==> config.mk <==
export PLATFORM = sky130hd
export DESIGN_NAME = bk_multiword_add_seq
export DESIGN_NICKNAME = d
export VERILOG_FILES = /design/src/rtl/bk_multiword_add_seq.sv
export SDC_FILE = /design/constraint.sdc
export NUM_CORES = 1
export LEC_CHECK = 0
export ABC_AREA = 1
export BUFFER_PORTS_ARGS = -buffer_cell sky130_fd_sc_hd__buf_2
export CORE_MARGIN = 2
export CORE_UTILIZATION = 28
export DETAILED_ROUTE_END_ITERATION = 7
export PLACE_DENSITY = 0.59
export SYNTH_ARGS = -nofsm -noshare
export SYNTH_HDL_FRONTEND = slang
export SYNTH_SLANG_ARGS = --single-unit
==> constraint.sdc <==
create_clock -name clk -period 4.6 [get_ports clk]
set_input_delay 0.69 -clock clk [delete_from_list [all_inputs] [get_ports clk]]
set_output_delay 0.69 -clock clk [all_outputs]
set_load 0.1 [all_outputs]
==> src/rtl/bk_multiword_add_seq.sv <==
// Sequencer that feeds an external WORD_W-bit adder one word per clock, LSW first, to build a wide add.
// Optional signed-overflow output out_ovf is present when BK_SEQ_OVF_EN is defined.
module bk_multiword_add_seq #(
    parameter int WORD_W = 16,
    parameter int NWORDS = 4
) (
    input  logic                     clk,
    input  logic                     rst,
    input  logic                     in_valid,
    output logic                     in_ready,
    input  logic [WORD_W*NWORDS-1:0] in_a,
    input  logic [WORD_W*NWORDS-1:0] in_b,
    input  logic                     in_cin,
    output logic                     out_valid,
    input  logic                     out_ready,
    output logic [WORD_W*NWORDS-1:0] out_sum,
    output logic                     out_cout,
`ifdef BK_SEQ_OVF_EN
    output logic                     out_ovf,
`endif
    output logic [WORD_W-1:0]        add_a,
    output logic [WORD_W-1:0]        add_b,
    output logic                     add_cin,
    input  logic [WORD_W-1:0]        add_sum,
    input  logic                     add_cout
);
    localparam int IDX_W = $clog2(NWORDS);

    typedef enum logic [1:0] {IDLE, RUN, DONE} state_t;

    state_t                         state_reg;
    logic [IDX_W-1:0]               idx_reg;
    logic                           carry_reg;
    logic                           in_ready_reg;
    logic                           out_valid_reg;
    logic [NWORDS-1:0][WORD_W-1:0]  a_reg;
    logic [NWORDS-1:0][WORD_W-1:0]  b_reg;
    logic [NWORDS-1:0][WORD_W-1:0]  sum_reg;
    logic                           last_word;
    logic                           running;

    assign running   = (state_reg == RUN);
    assign last_word = (idx_reg == IDX_W'(NWORDS - 1));

    // The adder bus is held at zero outside RUN so the attached adder never sees stale operands.
    assign add_a   = running ? a_reg[idx_reg] : '0;
    assign add_b   = running ? b_reg[idx_reg] : '0;
    assign add_cin = running & carry_reg;

    assign in_ready  = in_ready_reg;
    assign out_valid = out_valid_reg;
    assign out_cout  = carry_reg;

    genvar gi;
    generate
        for (gi = 0; gi < NWORDS; gi++) begin : g_sum_out
            assign out_sum[gi*WORD_W +: WORD_W] = sum_reg[gi];
        end
    endgenerate

`ifdef BK_SEQ_OVF_EN
    logic ovf_reg;
    logic a_msb;
    logic b_msb;

    assign a_msb   = a_reg[NWORDS-1][WORD_W-1];
    assign b_msb   = b_reg[NWORDS-1][WORD_W-1];
    assign out_ovf = ovf_reg;

    always_ff @(posedge clk) begin
        if (rst) begin
            ovf_reg <= 1'b0;
        end else if (running && last_word) begin
            ovf_reg <= (a_msb == b_msb) && (add_sum[WORD_W-1] != a_msb);
        end
    end
`endif

    always_ff @(posedge clk) begin
        if (rst) begin
            state_reg     <= IDLE;
            idx_reg       <= '0;
            carry_reg     <= 1'b0;
            in_ready_reg  <= 1'b1;
            out_valid_reg <= 1'b0;
            a_reg         <= '0;
            b_reg         <= '0;
            sum_reg       <= '0;
        end else begin
            case (state_reg)
                IDLE: begin
                    if (in_valid) begin
                        a_reg        <= in_a;
                        b_reg        <= in_b;
                        carry_reg    <= in_cin;
                        idx_reg      <= '0;
                        in_ready_reg <= 1'b0;
                        state_reg    <= RUN;
                    end
                end
                RUN: begin
                    sum_reg[idx_reg] <= add_sum;
                    carry_reg        <= add_cout;
                    if (last_word) begin
                        out_valid_reg <= 1'b1;
                        state_reg     <= DONE;
                    end else begin
                        idx_reg <= idx_reg + 1'b1;
                    end
                end
                DONE: begin
                    // in_ready only returns after the handoff edge; no same-cycle bypass.
                    if (out_ready) begin
                        out_valid_reg <= 1'b0;
                        in_ready_reg  <= 1'b1;
                        state_reg     <= IDLE;
                    end
                end
                default: begin
                    state_reg <= IDLE;
                end
            endcase
        end
    end
endmodule
### After elaboration in Yosys (flattened, before gate mapping)

Index checks and enable logic that the tools add are counted.

| cells by class | value |
|---|---|
| equality and inequality tests | 7 |
| bitwise gates (word level) | 1 |
| multiplexer cells | 24 |
| $add $sub $neg | 1 |
| reduce and logical (&&, ||, !) cells | 11 |
| magnitude comparators | 2 |

Operator list:

| kind | number |
|---|---|
| 16-bit 2-to-1 mux | 5 |
| 16-bit binary-select mux with 2-bit select | 2 |
| 64-bit bitwise mux | 1 |
| 16-bit demux with 2-bit select | 1 |
| 3-bit AND reduction | 4 |
| 2-bit 2-to-1 mux | 5 |
| 2-bit inequality test (second input constant) | 4 |
| 1-bit case mux with 2 select lines | 3 |
| 2-bit case mux with 3 select lines | 1 |
| 2-bit nonzero test | 3 |
| 1-bit 2-to-1 mux | 5 |
| 2-bit == test (second input constant) | 2 |
| 2-bit case mux with 2 select lines | 1 |
| 2-bit AND reduction | 2 |
| 2-bit by 3-bit less-than comparator with 1-bit output (second input constant) | 1 |
| 2-bit by 1-bit adder with 2-bit output (second input constant) | 1 |
| 2-bit by 1-bit == test with 1-bit output (second input constant) | 1 |
| 2-bit by 1-bit greater-or-equal comparator with 1-bit output (second input constant) | 1 |
| 2-bit zero test | 1 |
| 1-bit bitwise AND | 1 |
| 1-bit logical AND | 1 |

| word-level totals | value |
|---|---|
| register bits after elaboration | 199 |
| logic and storage cells | 63 |
| output and inout bits | 100 |
| input port bits | 150 |

### Logic depth before layout (Yosys ltp)

Gate-level depths: netlist of the first run.

| logic depth | value |
|---|---|
| depth after elaboration | 5 |
| depth in mapped cells | 10 |
| mapped depth without buffers | 7 |

### Least setup slack after synthesis of the first run

Ideal clock, no wire load.

| path | value |
|---|---|
| path kind | reg-to-output |
| start point | register idx_reg[1] |
| end point | output add_a[11] |
| cell stages (with the launch flop) | 6 |
| path buffers | 2 |
| arrival time | 2512 ps |
| slack | 1398 ps |
| required time | 3910 ps |
| cells stage by stage | dfxtp_1 -> clkbuf_1 -> inv_1 -> buf_1 -> nand3_1 -> a21oi_1 |

| between the ends | value |
|---|---|
| cells in the longest elaborated chain, start to end | 3 |

Ends and longest elaborated chain:

| item | line | source |
|---|---|---|
| start: declaration | 32 | `logic [IDX_W-1:0] idx_reg;` |
| start signal: assignment | 108 | `idx_reg <= idx_reg + 1'b1;` |
| 16-bit binary-select mux with 2-bit select | 46 | `assign add_a = running ? a_reg[idx_reg] : '0;` |
| 16-bit 2-to-1 mux (implied by the code) | 46 |  |
| 16-bit 2-to-1 mux | 46 |  |
| end: declaration | 21 | `output logic [WORD_W-1:0] add_a,` |

Every way passes these cells. The select of a mux whose other input is x is not followed.

### Final worst setup path of the first run

| path | value |
|---|---|
| start point | register idx_reg[0] |
| end point | output add_a[11] |

Same word-level chain as after synthesis.

==> results of run 1 <==
-- power breakdown --
part	switching, mW	total (mW)	leakage (nW)	internal, mW
Combinational	0.756	0.980	3.12	0.224
Sequential	0.0694	1.92	1.64	1.85
Clock	0.774	1.58	0.302	0.803
-- logic make-up after synthesis --
kind of cell    Yosys count  share of synthesized area
flops                   199                      0.475
buf+inv                 163                     0.0815
fa+ha+maj                 5                    0.00746
simple gates            639                      0.299
compound gates          230                      0.137
-- critical path: stages, from the launching register on --
cell and delay (ns):
dfxtp_2 0.33, inv_2 0.54, buf_4 0.34, nand2_1 0.08, nand2_1 0.07, nand2_1 0.06, a21oi_1 0.20, buf_2 0.48
-- path summary, 6_finish.rpt --
check                              endpoint  slack (ns)       start  depth (start not counted)
worst max-delay path              add_a[11]        1.37  idx_reg[0]                          7
worst min-delay path              out_valid        0.48   out_valid                          2
worst max register to register  out_sum[39]        2.22  idx_reg[0]                          8
worst min register to register    out_valid        0.48   out_valid                          2
-- cell type report --
type                            count  area share
Multi-Input combinational cell    874       0.356
Antenna cell                        3    0.000718
Clock inverter                     14      0.0169
Timing Repair Buffer              259       0.126
Inverter                           81      0.0296
Tap cell                          390      0.0467
Sequential cell                   199       0.381
Clock buffer                       18      0.0420
-- through the flow --
stage / power [mW] / instance area, um2 / cells / utilization
floorplan: 2.69 / 8390 / 1236 / -
global placement: 2.93 / 9830 / 1803 / 0.332
detailed placement: 2.94 / 9830 / 1803 / 0.332
CTS: 4.52 / 10400 / 1835 / 0.353
global route: 4.67 / 10400 / 1835 / 0.353
finish: 4.47 / 10500 / 1838 / 0.354
-- layout by cell type, fill, tap and decap left out --
| cell type | instances |
|---|---|
| clkinv_4 | 1 |
| nor2_1 | 392 |
| inv_6 | 5 |
| bufinv_16 | 1 |
| a21oi_1 | 36 |
| nand2_1 | 198 |
| o21ai_1 | 13 |
| clkbuf_16 | 17 |
| inv_4 | 2 |
| buf_4 | 10 |
| nand3_1 | 41 |
| clkinv_8 | 3 |
| dfxtp_2 | 2 |
| dfxtp_1 | 197 |
| inv_1 | 73 |
| o21ai_0 | 181 |
| nand2_4 | 2 |
| buf_2 | 249 |
| inv_8 | 4 |
| inv_2 | 6 |
| nor2_8 | 1 |
| nor2_4 | 3 |
| clkbuf_8 | 1 |
| nand3b_1 | 1 |
| diode_2 | 3 |
| ha_1 | 5 |
| nor2_2 | 1 |
-- routing by layer --
metal | track usage | vias up
li1 | - | 4246
met1 | 0.236 | 3815
met2 | 0.279 | 272
met3 | 0.0556 | 32
met4 | 0.0403 | 10
met5 | 0 | -
==> out/results.ini, run 1 <==
[sta]
finalHoldViolations=0
setup_violations=0
slew_headroom=0.342
period_share=0.701
clock_skew_ns=0.0150
worst_pin_slew_ns=0.987
layout_setup_ws_ns=1.37
fmax_ghz=0.310
fin_crit_ns=3.23
drv_slew=0
timing.hold.ws_ns=0.478
setup_tns_ns=0
grt_setup_unrepaired=false

[hold_path]
hold_class=reg -> reg

[clock_network]
postCtsSetupRepairBufs=0
cts_hold_buffers=0
clock-sinks=199
htreeDepth=4
insertion_delay_ns=0.44
path_clk_slew_ns=0.08
cts_resized=0
cts_inserted_buffers=17
tritoncts=built
cts.path.max_buffers=2
cts_root_buf=clkbuf_16

[power]
powerDensity_nw_per_um2=428
p_leak_nw=5.06
ir_drop_mv=0.244

[global_route]
grt_overflow=0
grt_max_degree=109
antenna_found_initial=9
grt_pass1_wl_um=43700
grtUsageTotal=0.177
grt_pass1_vias=7917

[route]
avgRoutedWirePerCell_um=15.1
viasPerCell=4.56
routed_wl_um=27800
drtPass1Iterations=5
first_iter_violations=655
wl_met1_um=12800
drc=0
drtAntennaViolNets=0
wl_met2_um=12200
routed-wl-met3_um=2370
routed.top_layer=met5
vias=8375

[yosys]
synthMostInstantiatedCell=nor2_1
synthesis.area_um2=8390
yosys_warnings=0
synth_cell_types=21
synth_edf_count=0
ys_ff_latch=199
synth_fp_nets=1391
yosys-top-cells-count=nor2_1 (392), dfxtp_1 (199), nand2_1 (198), o21ai_0 (181), inv_1 (74)
ys_seq_area_frac=0.475
avgSynthCellArea_um2=6.78
ys.flop_type=dfxtp_1
synthCells=1236
synth_top_area_frac=0.475
synth_top_area_cell=dfxtp_1
async_flop_share=0
yosys-top-cells-area=dfxtp_1 (48%), nor2_1 (18%), o21ai_0 (11%)

[die]
chipWidth_um=177
die_y_um=177
core_area_um2=29600
io_pins=250
start_util=0.284
rows=63
dieArea_um2=31300

[place]
port_buffers=249
pre_cts_slack_ns=1.78
place_congestion=0.840
dp_hpwl_um=19000

[setup_path]
worstPathRequired_ns=3.91
worstSetupPathType=reg -> out
path_max_fanout=39
cp.arrival_ns=2.54
crit_path_end_kind=output port
startpoint_type=register

[final_layout]
fill_cells=3277
syn_to_final_growth_pct=24.6
final_nets=1587
seq_area_um2=3990
layout-drive-gt1-share=0.213
multiInputGateArea_um2=3720

[job]
drv_cap=0

[status]
status=finished, final reports clean

(Power assumes the default switching activity.)
==> run 2, diff against run 1 <==
--- a/config.mk
+++ b/config.mk
@@ -5,7 +5,7 @@
 export SDC_FILE = /design/constraint.sdc
 export NUM_CORES = 1
 export LEC_CHECK = 0
-export ABC_AREA = 1
+export ABC_AREA = 0
 export BUFFER_PORTS_ARGS = -buffer_cell sky130_fd_sc_hd__buf_2
 export CORE_MARGIN = 2
 export CORE_UTILIZATION = 28
==> constraint.sdc (replaced) <==
create_clock -name clk -period 3.25 [get_ports clk]
set_input_delay 0.4875 -clock clk [delete_from_list [all_inputs] [get_ports clk]]
set_output_delay 0.4875 -clock clk [all_outputs]
set_load 0.1 [all_outputs]
==> run 2 against run 1 <==
Net effect:
- global-route usage is 2.4 points lower
- sequential share of layout area is 1.2 points higher
- final cell count is 15% lower
- register-to-register slack worse by 1.2 ns
- via count is 16% lower
- design area is 3.1% lower
- critical path depth is 3 lower
- wire length is 16% lower
- worst hold slack worse by 0.19 ns
- sequential power is 37% higher
- core utilization is 0.11 points higher
- highest routed layer unchanged
==> out/results.ini, run 2 <==
[status]
status=finished, final reports clean

[place]
dpl_cell_area_um2=9530
place_congestion=0.789
pre_cts_slack_ns=0.763
port_buffers=249
dp_hpwl_um=15700

[hold_path]
hold_class=in -> reg
min-delay-start=in_b[34]

[global_route]
grt_max_degree=130
grtUsageTotal=0.154
grt_overflow=0
grt_pass1_wl_um=36900
grt_pass1_vias=6851
antenna_found_initial=5

[job]
drv_cap=0

[power]
fin_total_pwr_mw=5.66
powerDensity_nw_per_um2=559
ir_drop_mv=0.270
p_seq_frac=0.465
swShare=0.293
p_sw_mw=1.66
p_leak_nw=4.18
intPower_mw=4.00
clock_power_share=0.384
combPwrFrac=0.151

[yosys]
synth_fp_nets=1114
ys_ff_latch=199
yosys-top-cells-area=dfxtp_1 (49%), nand2_1 (18%), a21oi_1 (12%)
yosys_warnings=0
synth_top_area_frac=0.492
synthCells=959
yosys-top-cells-count=nand2_1 (384), dfxtp_1 (199), a21oi_1 (196), and2_1 (33)
synth_top_area_cell=dfxtp_1
async_flop_share=0
avgSynthCellArea_um2=8.44
synthMostInstantiatedCell=nand2_1
ys_seq_area_frac=0.492
synth_edf_count=0
synth_cell_types=28
synthesis.area_um2=8090
ys.flop_type=dfxtp_1

[clock_network]
htreeDepth=4
postCtsSetupRepairBufs=0
insertion_delay_ns=0.43
cts_resized=0
cts_inserted_buffers=17
path_clk_slew_ns=0.07
clock-sinks=199
cts.path.max_buffers=2
cts_hold_buffers=0
cts_root_buf=clkbuf_16
tritoncts=built

[sta]
slew_headroom=0.460
fin_crit_ns=2.87
finalHoldViolations=0
worst_pin_slew_ns=0.808
clock_skew_ns=0.00842
layout_setup_ws_ns=0.383
timing.hold.ws_ns=0.286
period_share=0.882
setup_violations=0
grt_setup_unrepaired=false
setup_tns_ns=0
drv_slew=0
fmax_ghz=0.349

[die]
dieArea_um2=30300
core_area_um2=28500
chipWidth_um=174
die_y_um=174
io_pins=250
start_util=0.283
rows=62

[setup_path]
crit_start=state_reg[0]
worstPathRequired_ns=2.76
crit_family=flip-flops
rrSetupSlack_ns=1.00
critPathBufInv=2
crit_path_end_kind=output port
cp_slowest_stage_delay_ns=0.65
path_max_fanout=22
path_cells=nor2b_4, buf_12, and2_1, buf_2
cp.arrival_ns=2.38
startpoint_type=register
timing.rr.start=idx_reg[1]
worstSetupPathType=reg -> out
crit_slowest_cell=dfxtp_1

[route]
viasPerCell=4.53
drtPass1Iterations=4
drc=0
drtAntennaViolNets=0
first_iter_violations=398
routed_wl_um=23400
vias=7062
avgRoutedWirePerCell_um=15.0

[final_layout]
most-common-layout-cells=nand2_1 (384), buf_2 (248), dfxtp_1 (197)
layout-drive-gt1-share=0.278
fin_area_um2=10100
syn_to_final_growth_pct=25.1
final_nets=1314
layout_commonest_cell=nand2_1
fill_cells=3102

run 2: cell count changes after synthesis, sizes merged, moves of 9 or more:
cell / previous run / this run
and2: 0 / 33
mux4: 0 / 32
nand3: 41 / 0
nor2: 397 / 5
nand2: 200 / 384
a21oi: 36 / 196
buf: 50 / 41
inv: 81 / 2
o21ai: 194 / 0
run 2: worst register-to-register path, stage by stage, from the launching register on:
cell and delay, ns:
dfxtp_2 0.74, buf_12 0.26, ha_1 0.22, nand3b_1 0.55, nand2_1 0.24, a21oi_1 0.10
run 2: cell type report:
class / count / area, um2 / share of cell area
timing repair buffer: 258 / 1410 / 0.139
clock buffer: 20 / 447 / 0.0441
multi-input combinational: 681 / 3650 / 0.360
inverter: 2 / 7.51 / 0.000741
sequential: 199 / 3990 / 0.394
tap: 384 / 480 / 0.0475
antenna: 2 / 5.00 / 0.000494
clock inverter: 12 / 143 / 0.0141
run 2: cell families (layout without fill, tap and decap cells):
group / Yosys count / count (layout) / synth area share
simple gates: 442 / 442 / 0.225
compound gates: 202 / 202 / 0.127
flops: 199 / 199 / 0.492
buf+inv: 79 / 292 / 0.0588
mux: 32 / 32 / 0.0891
fa+ha+maj: 5 / 5 / 0.00773
other cells: 0 / 2 / 0
run 2: metrics by stage:
| stage | util | cells |
|---|---|---|
| 3_3_place_gp | 0.334 | 1524 |
| 2_1_floorplan | - | 959 |
| 5_1_grt | 0.354 | 1556 |
| 4_1_cts | 0.354 | 1556 |
| 3_5_place_dp | 0.334 | 1524 |
| 6_report | 0.355 | 1558 |
run 2: path summary, 6_finish.rpt:
path,endpoint,cells past startpoint
worst max-delay path,add_a[14],4
worst min register to register,a_reg[17],2
worst min-delay path,b_reg[34],3
worst max register to register,out_sum[53],5
run 2: metal layers:
layer	global-route usage	part of all wire	vias to the layer above
met5	0	0.0018	-
met4	0.0466	0.016	6
met3	0.0400	0.059	27
met2	0.251	0.46	199
met1	0.199	0.46	3285
li1	-	-	3545
run 2: power by group through the flow:
stage                     Sequential [mW]  Clock (mW)  Combinational (mW)
after floorplan                      2.82           0               0.505
after detailed placement             2.69           0               0.866
after global placement               2.69           0               0.859
after CTS                            2.63        2.25               0.867
final                                2.63        2.17               0.855
after global routing                 2.65        2.35               0.926
==> run 3, diff against run 2 <==
--- a/config.mk
+++ b/config.mk
@@ -10,6 +10,7 @@
 export CORE_MARGIN = 2
 export CORE_UTILIZATION = 28
 export DETAILED_ROUTE_END_ITERATION = 7
+export MAX_ROUTING_LAYER = met4
 export PLACE_DENSITY = 0.59
 export SYNTH_ARGS = -nofsm -noshare
 export SYNTH_HDL_FRONTEND = slang
==> constraint.sdc (replaced) <==
create_clock -name clk -period 3.25 [get_ports clk]
set_input_delay 0.65 -clock clk [delete_from_list [all_inputs] [get_ports clk]]
set_output_delay 0.65 -clock clk [all_outputs]
set_load 0.1 [all_outputs]
==> run 3 against run 2 <==
Net effect:
- worst hold slack better by 0.16 ns
- clock-buffer cell count down 3
- power up 1.7%
- via count up 1.6%
- core utilization up 0.16 points
- clock skew up 0.0019 ns
- maximum frequency up 1.5%
- first-iteration DRC count up 13%
- sequential power about the same
==> out/results.ini, run 3 (synthesized netlist as in run 2, its figures left out) <==
[status]
status=finished, final reports clean

[sta]
setup_tns_ns=0
setup_violations=0
period_share=0.869
clock_skew_ns=0.0103
drv_slew=0
finalHoldViolations=0
fmax_ghz=0.354
grt_setup_unrepaired=false
worst_pin_slew_ns=0.830
slew_headroom=0.445
fin_crit_ns=2.83

[final_layout]
most-common-layout-cells=nand2_1 (384), buf_2 (248), dfxtp_1 (197)
layout_commonest_cell=nand2_1
final_nets=1315
layout-drive-gt1-share=0.280
final_util=0.356
syn_to_final_growth_pct=25.7

[global_route]
grt_pass1_vias=6859
grt_pass1_wl_um=37400
use_met2=0.250
antenna_found_initial=5
grt_overflow=0
gr-usage-met3=0.0424
grtUsageMet1=0.205
grt_max_degree=130
grt.busiest_layer=met2
grtUsageTotal=0.160

[clock_network]
cts_root_buf=clkbuf_16
clock-sinks=199
cts_hold_buffers=0
cts_resized=0
cts_inserted_buffers=17
htreeDepth=4
path_clk_slew_ns=0.08
cts.path.max_buffers=2
insertion_delay_ns=0.43
tritoncts=built
postCtsSetupRepairBufs=0

[route]
first_iter_violations=450
vias=7176
drtAntennaViolNets=0
routed_wl_um=23700
drtPass1Iterations=5
drc=0
avgRoutedWirePerCell_um=15.1
viasPerCell=4.59

[job]
drv_cap=0

[die]
core_area_um2=28500
dieArea_um2=30300
die_y_um=174
rows=62
chipWidth_um=174
start_util=0.283
io_pins=250

[hold_path]
hold_class=in -> reg

[place]
place_congestion=0.805
dp_hpwl_um=16100
port_buffers=249

[setup_path]
worstPathRequired_ns=2.60
crit_path_end_kind=output port
path_max_fanout=22
worstSetupPathType=reg -> out
startpoint_type=register
cp.arrival_ns=2.18

[power]
ir_drop_mv=0.279
p_leak_nw=4.21
powerDensity_nw_per_um2=566

-- run 3: worst paths after layout --
| path | from | to | slack, ns | cells past startpoint |
|---|---|---|---|---|
| min reg2reg | out_sum[50] | out_sum[50] | 0.45 | 2 |
| max | state_reg[1] | add_a[4] | 0.42 | 4 |
| max reg2reg | idx_reg[1] | out_sum[53] | 1.11 | 5 |
| min | in_a[36] | a_reg[36] | 0.45 | 3 |
-- run 3: worst max-delay path, cell delays in order (launching register included) --
cell and delay [ns]:
dfxtp_1 0.48, nor2b_4 0.45, buf_12 0.22, and2_1 0.15, buf_2 0.43
-- run 3: metal layers --
layer | routed length (um) | vias up
li1 | - | 3566
met1 | 11000 | 3389
met2 | 11100 | 209
met3 | 1430 | 12
met4 | 163 | 0
met5 | 0 | -
-- run 3: power breakdown --
| part | leakage, nW | switching [mW] | internal (mW) | total, mW |
|---|---|---|---|---|
| sequential | 1.63 | 0.0625 | 2.56 | 2.62 |
| clock | 0.309 | 1.08 | 1.19 | 2.27 |
| combinational | 2.27 | 0.601 | 0.264 | 0.865 |
-- run 3: metrics by stage --
step / hold WS [ns] / power (mW) / instance area (um2) / setup WS [ns] / instances
final: 0.448 / 5.75 / 10200 / 0.424 / 1563
after global routing: 0.428 / 6.01 / 10200 / 0.257 / 1562
after CTS: 0.423 / 5.85 / 10200 / 0.348 / 1557
after detailed placement: 0.444 / 3.56 / 9530 / 0.828 / 1525
after global placement: 0.439 / 3.54 / 9530 / 0.831 / 1525
after floorplan: 0.433 / 3.32 / 8090 / 0.727 / 959
-- run 3: cell type report --
type                    count  area, um2
flip-flops and latches    199       3990
clock inverters            15        205
well taps                 384        480
multi-input cells         681       3650
inverters                   2       7.51
clock buffers              17        425
repair buffers            259       1400
fillers                  3078      18400
diodes                      6       15.0
